<file path="config.mk">
export PLATFORM = sky130hd
export DESIGN_NAME = forward_hazard_unit
export DESIGN_NICKNAME = d
export VERILOG_FILES = /design/src/rtl/forward_hazard_unit_pkg.sv /design/src/rtl/fhu_port_match.sv /design/src/rtl/forward_hazard_unit.sv
export SDC_FILE = /design/constraint.sdc
export NUM_CORES = 1
export LEC_CHECK = 0
export ABC_AREA = 1
export CORE_MARGIN = 2
export CORE_UTILIZATION = 40
export DETAILED_ROUTE_END_ITERATION = 10
export HOLD_SLACK_MARGIN = 0.02
export SLEW_MARGIN = 10
export SYNTH_ARGS = -nofsm -noshare
export SYNTH_HDL_FRONTEND = slang
export SYNTH_HIERARCHICAL = 1
export SYNTH_SLANG_ARGS = --single-unit
</file>
<file path="constraint.sdc">
create_clock -name clk -period 2 [get_ports clk]
set_input_delay 0.2 -clock clk [delete_from_list [all_inputs] [get_ports clk]]
set_output_delay 0.2 -clock clk [all_outputs]
set_load 0.05 [all_outputs]
</file>
<file path="src/rtl/forward_hazard_unit_pkg.sv">
`default_nettype none
// ============================================================================
// Module      : forward_hazard_unit_pkg
// Description : Shared types and constants for the forward/hazard unit.
//               The tracking-pipe entry struct, the forwarding-select width
//               helper and the "no forward" select value.
// Revision    : 1.0 - initial release
// ============================================================================
package forward_hazard_unit_pkg;

  // Widest register address the entry struct can hold. ADDR_W must not exceed
  // it. Narrower addresses are zero-extended into the rd field.
  localparam int c_RD_MAX_W = 8;

  // Select value meaning "no in-flight producer, read the register file".
  localparam int FWD_NONE = 0;

  // One tracked downstream instruction.
  typedef struct packed {
    logic                  valid;
    logic [c_RD_MAX_W-1:0] rd;
    logic                  wr;
    logic                  ld;
  } fhu_entry_t;

  // Select width: values 0..depth need clog2(depth+1) bits.
  function automatic int fhu_sel_w(input int depth);
    return $clog2(depth + 1);
  endfunction

endpackage
`default_nettype wire

</file>
<file path="src/rtl/fhu_port_match.sv">
`default_nettype none
// ============================================================================
// Module      : fhu_port_match
// Description : Per-read-port priority match against the tracking pipe.
//               Returns the youngest matching stage (1-based) and whether
//               that producer is a load. Register 0 never matches.
// Revision    : 1.0 - initial release
// ============================================================================
module fhu_port_match
  import forward_hazard_unit_pkg::*;
#(
  parameter int ADDR_W = 5,
  parameter int DEPTH  = 2,
  parameter int SEL_W  = 2
) (
  input  logic [ADDR_W-1:0]      i_rs,
  input  logic                   i_used,
  input  fhu_entry_t [DEPTH-1:0] i_pipe,
  output logic [SEL_W-1:0]       o_sel,
  output logic                   o_ld
);

  logic [c_RD_MAX_W-1:0] w_rs_ext;

  assign w_rs_ext = c_RD_MAX_W'(i_rs);

  // Scan oldest to youngest so the youngest (lowest stage) match is left last.
  always_comb begin
    o_sel = SEL_W'(FWD_NONE);
    o_ld  = 1'b0;
    for (int k = DEPTH - 1; k >= 0; k--) begin
      if (i_used && i_pipe[k].valid && i_pipe[k].wr &&
          (i_pipe[k].rd != '0) && (i_pipe[k].rd == w_rs_ext)) begin
        o_sel = SEL_W'(k + 1);
        o_ld  = i_pipe[k].ld;
      end
    end
  end

endmodule
`default_nettype wire

</file>
<file path="src/rtl/forward_hazard_unit.sv">
`default_nettype none
// ============================================================================
// Module      : forward_hazard_unit
// Description : Decode-stage forwarding-select and load-use stall unit.
//               Tracks DEPTH downstream stages, picks the youngest producer
//               per read port, stalls on loads whose data is not yet
//               forwardable, and counts stall cycles (saturating).
// Revision    : 1.0 - initial release
// ============================================================================
module forward_hazard_unit
  import forward_hazard_unit_pkg::*;
#(
  parameter int ADDR_W   = 5,
  parameter int NPORTS   = 2,
  parameter int DEPTH    = 2,
  parameter int LOAD_LAT = 1,
  parameter int CNT_W    = 16,
  localparam int SEL_W   = fhu_sel_w(DEPTH)
) (
  input  logic                     clk,
  input  logic                     reset,
  input  logic                     id_valid,
  input  logic [NPORTS*ADDR_W-1:0] id_rs,
  input  logic [NPORTS-1:0]        id_rs_used,
  input  logic [ADDR_W-1:0]        id_rd,
  input  logic                     id_reg_write,
  input  logic                     id_mem_read,
  input  logic                     flush,
  output logic                     stall,
  output logic [NPORTS*SEL_W-1:0]  ex_fwd_sel,
  output logic [CNT_W-1:0]         stall_cnt
);

  fhu_entry_t [DEPTH-1:0]  r_pipe;
  fhu_entry_t              w_new;
  logic [NPORTS*SEL_W-1:0] w_sel;
  logic [NPORTS*SEL_W-1:0] r_fwd_sel;
  logic [NPORTS-1:0]       w_ld;
  logic [NPORTS-1:0]       w_hazard;
  logic [CNT_W-1:0]        r_stall_cnt;
  logic                    w_stall;
  logic                    w_issue;

  // A port hazards when its winning producer is a load still too young.
  generate
    for (genvar p = 0; p < NPORTS; p++) begin : g_port
      fhu_port_match #(
        .ADDR_W (ADDR_W),
        .DEPTH  (DEPTH),
        .SEL_W  (SEL_W)
      ) u_match (
        .i_rs   (id_rs[p*ADDR_W +: ADDR_W]),
        .i_used (id_rs_used[p]),
        .i_pipe (r_pipe),
        .o_sel  (w_sel[p*SEL_W +: SEL_W]),
        .o_ld   (w_ld[p])
      );

      assign w_hazard[p] = w_ld[p] && (w_sel[p*SEL_W +: SEL_W] <= SEL_W'(LOAD_LAT));
    end
  endgenerate

  // Flush overrides any hazard: the squashed instruction neither stalls nor issues.
  assign w_stall = id_valid && !flush && (|w_hazard);
  assign w_issue = id_valid && !w_stall && !flush;

  // Entry entering stage 1: the issuing instruction, or a bubble.
  always_comb begin
    w_new = '0;
    if (w_issue) begin
      w_new.valid = 1'b1;
      w_new.rd    = c_RD_MAX_W'(id_rd);
      w_new.wr    = id_reg_write;
      w_new.ld    = id_mem_read;
    end
  end

  // Advance the tracking pipe; flush also kills the stage-1 instruction moving on.
  always_ff @(posedge clk) begin
    if (reset) begin
      r_pipe <= '0;
    end else begin
      r_pipe[0] <= w_new;
      for (int k = 1; k < DEPTH; k++) begin
        if ((k == 1) && flush) begin
          r_pipe[k] <= '0;
        end else begin
          r_pipe[k] <= r_pipe[k-1];
        end
      end
    end
  end

  // Selects decided in decode are applied one cycle later in EX.
  always_ff @(posedge clk) begin
    if (reset) begin
      r_fwd_sel <= '0;
    end else if (w_issue) begin
      r_fwd_sel <= w_sel;
    end else begin
      r_fwd_sel <= '0;
    end
  end

  // Saturating stall-cycle counter.
  always_ff @(posedge clk) begin
    if (reset) begin
      r_stall_cnt <= '0;
    end else if (w_stall && (r_stall_cnt != {CNT_W{1'b1}})) begin
      r_stall_cnt <= r_stall_cnt + CNT_W'(1);
    end
  end

  assign stall      = w_stall;
  assign ex_fwd_sel = r_fwd_sel;
  assign stall_cnt  = r_stall_cnt;

endmodule
`default_nettype wire

</file>
==> reports/metrics.csv <==
metric,value,unit
most_common_cell_after_layout_fill_and_taps_aside,sky130_fd_sc_hd__nand2_1,
mappedNetlistArea,2176,sq um
antenna_left,0,
multi_input_area,1341,sq um
finalWeightedCongestion,0.8719,
power.density_cell_area,444.2,nW/um^2
vdd.ir_drop.worst,0.0002611,V
total_i_o_pin_count,44,
nFillCells,496,
first_global_vias,2253,
violations,setup timing,
max_cap_viol_count,0,
startpoint_of_the_worst_setup_timing_path,id_rs_used[1],
drt_drc_violations_left,0,
final_min_period_over_clock_period,101.2,%
total_switching_power,0.3336,mW
portion_of_netlist_area_occupied_by_mux_cells,0,%
num_vias,2312,
dr_vias_cell,4.446,
grt_antenna_before_repair,0,
regArea,743.2,sq um
initialDrtViolationCount,59,
pre_cts_ws,-0.4132,ns
fin_nets,473,
design_area,3152,sq um
comb_power_share,9.9,%
switching_share_of_power,23.83,%
rrSetupSlack,0.03,ns
synth.avg_cell_area,5.881,sq um
die_w,77.76,um
sequentialPowerShare,51.9,%
internal-power,1.066,mW
top_cell_type_s_share_of_synthesized_area,33.12,%
yosysUniqueCellTypes,26,
rsz0062_at_grt,true,
routed_wire_length_per_instance,11.02,um
area.growth.synth_to_final,44.85,%
period_needed,2.025,ns
final-max-slew-violation-count,0,
cts_tree,built,
cts_buffers,5,
gr-total-overflow,0,
fmaxAchievable,0.4939,GHz
coreArea,5172,sq um
synth_simple_gate_area_share,45.08,%
grt_pass1_wl,9.701,mm
cts.reportedPaths.clkPinSlew,0.07,ns
worst-path-max-fanout,4,
utilization,60.93,%
layout.cells.most_common_list,"sky130_fd_sc_hd__nand2_1 (100), sky130_fd_sc_hd__nor2_1 (58), sky130_fd_sc_hd__inv_1 (56)",
die_height,77.76,um
max-slew-margin-rel,65.87,%
floorplan.initialDensity,42.07,%
launch_point_of_the_worst_hold_path,id_rd[3],
postLayoutSetupSlackWorst,-0.02476,ns
setup_skew_after_layout,0.007648,ns
place.detailed.hpwl,4.261,mm
cts.path.max_buffers,2,
htree_num_levels,2,
type_of_the_setup_path_with_the_least_slack,in2out,
hold_slack_final,0.4267,ns
floorplan_die_area,6046,sq um
postPlaceCellArea,2820,sq um
leakagePower,1.343,nW
worstPathBufferInverterCount,4,
slowest_cell_on_the_critical_path,sky130_fd_sc_hd__clkdlybuf4s50_1,
fraction_of_final_layout_cells_sized_beyond_drive_strength_1,23.78,%
grt_util_all_layers,20.05,%
ys_ff_latch,36,
cp_data_required_time,1.80,ns
main_combinational_cell_family_by_area_after_synthesis,simple AND/OR/NAND/NOR gates,
root_buffer,sky130_fd_sc_hd__clkbuf_8,
worst_path_dominant_cell_family,simple AND/OR/NAND/NOR gates,
critical_path_arrival,1.82,ns
firstDrtPassIters,4,
ys_warn_count,6,
synth_compound_area_share,5.750,%
netlist.top_cell.by_area,sky130_fd_sc_hd__dfxtp_1,
run_status,"complete, but fails checks",
path_cells,clkdlybuf4s50_1 -> nand2_1 -> a21oi_2 -> nand2_1 -> nor2_4 -> nand3_2 -> and2_4 -> inv_2 -> nand2_2 -> nand2_2 -> nand2_4 -> clkinvlp_4 -> buf_12,
antennaDiodeCount,0,
clock_sinks,36,
holdCritPathClass,in2reg,
ys_top_cells_by_area,"sky130_fd_sc_hd__dfxtp_1 (33%), sky130_fd_sc_hd__nand2_1 (18%), sky130_fd_sc_hd__nor2_1 (12%), sky130_fd_sc_hd__inv_1 (12%), sky130_fd_sc_hd__nand3_1 (4.6%)",
report.power.total,1.400,mW
timing.final.hold_violations,0,
setup_violations,1,
pin_count_of_the_biggest_net_entering_global_routing,13,
syn_inst,370,
clock_network_fraction_of_total_power,38.2,%
crit_path_max_incr_delay,0.47,ns
finalWirelength,5.729,mm
insertion_delay,0.29,ns
critPathLaunchType,input pin,
critical_path.endpoint_type,output pin,
io_buffer_count,43,
core.rowCount,26,
worst_pin_slew,0.5104,ns
rr_startpoint,r_pipe[5]$_SDFF_PP0_,
synth_sequential_area_ratio,33.12,%
post_synthesis_adder_cell_area_fraction,0.5750,%
xor_xnor_share_of_the_synthesized_area,1.208,%
[final timing paths]
check,to,depth (start not counted)
max,stall,13
min,r_pipe[5]$_SDFF_PP0_,3
max reg2reg,stall_cnt[10]$_SDFFE_PP0P_,16
min reg2reg,r_pipe[12]$_SDFF_PP0_,2
[per-stage QoR]
stage	cells	setup TNS, ns
finish	520	-0.02476
global route	520	-1.971
CTS	516	-0.05154
detailed placement	503	-7.032
global placement	503	-7.727
floorplan	381	0
[cell usage after synthesis]
library cell,n
sky130_fd_sc_hd__ha_1,1
sky130_fd_sc_hd__conb_1,1
sky130_fd_sc_hd__buf_4,1
sky130_fd_sc_hd__or2_2,1
sky130_fd_sc_hd__and2_1,2
sky130_fd_sc_hd__o21ai_0,6
sky130_fd_sc_hd__o21ai_1,3
sky130_fd_sc_hd__nor2_2,10
sky130_fd_sc_hd__dfxtp_1,36
sky130_fd_sc_hd__buf_6,1
sky130_fd_sc_hd__nand4_1,4
sky130_fd_sc_hd__nand3_1,20
sky130_fd_sc_hd__xor2_1,3
sky130_fd_sc_hd__nor3_1,1
sky130_fd_sc_hd__nand2_1,106
sky130_fd_sc_hd__clkbuf_1,2
sky130_fd_sc_hd__nor2_4,1
sky130_fd_sc_hd__a21oi_1,16
sky130_fd_sc_hd__clkinv_2,2
sky130_fd_sc_hd__nor2_1,72
sky130_fd_sc_hd__inv_1,67
sky130_fd_sc_hd__nand2_2,3
sky130_fd_sc_hd__nand3_2,5
sky130_fd_sc_hd__inv_2,4
sky130_fd_sc_hd__clkinv_1,1
sky130_fd_sc_hd__nand4_4,1
[layer usage]
layer | vias to the layer above | wire length (um) | track usage [%]
met5 | - | 0 | 0
met4 | 0 | 118 | 8.393
met3 | 12 | 227 | 3.721
met2 | 40 | 2834 | 35.34
met1 | 1008 | 2549 | 23.69
li1 | 1252 | - | -
[registers in the layout, indices dropped and copies added, names as in the netlist]
name,cells
stall_cnt,16
ex_fwd_sel,4
r_pipe,16
[cell families (layout without fill, tap and decap cells)]
kind of cell               after synthesis  after routing
xor gates and xnor gates                 3              3
DFF                                     36             36
adders and majority gates                1              1
buffers and inverters                   78            147
and+or+nand+nor                        226            226
other                                    1             12
AOI/OAI and AO/OA                       25             25
[area by class of cell]
class	count	share of cell area (%)
clock buffer	8	2.858
tap	70	2.779
inverter	74	9.012
sequential	36	23.58
timing repair buffer	65	19.21
multi-input combinational	267	42.56
[worst register-to-register path: cells and delay by family (launching register included)]
kind	cells	cell delay (ns)
and+or+nand+nor	11	0.96
DFF	1	0.38
buffers and inverters	4	0.43
AOI/OAI and AO/OA	1	0.11
[power by group through the flow]
stage / sequential, mW / combinational [mW] / clock [mW]
after floorplan: 0.744 / 0.0659 / 0
after global placement: 0.746 / 0.135 / 0
after detailed placement: 0.746 / 0.135 / 0
after CTS: 0.729 / 0.133 / 0.557
after global routing: 0.727 / 0.160 / 0.583
final: 0.726 / 0.139 / 0.534
[repair_timing]
item | 4_1_cts | 5_1_grt
gates resized for setup | 32 | 46
pin swaps | 9 | 27
endpoints found under the hold margin | 0 | 0
buffers inserted | 5 | 4
endpoints found under the setup margin | 14 | 16
hold buffers | 0 | 0
(Power assumes the default switching activity.)
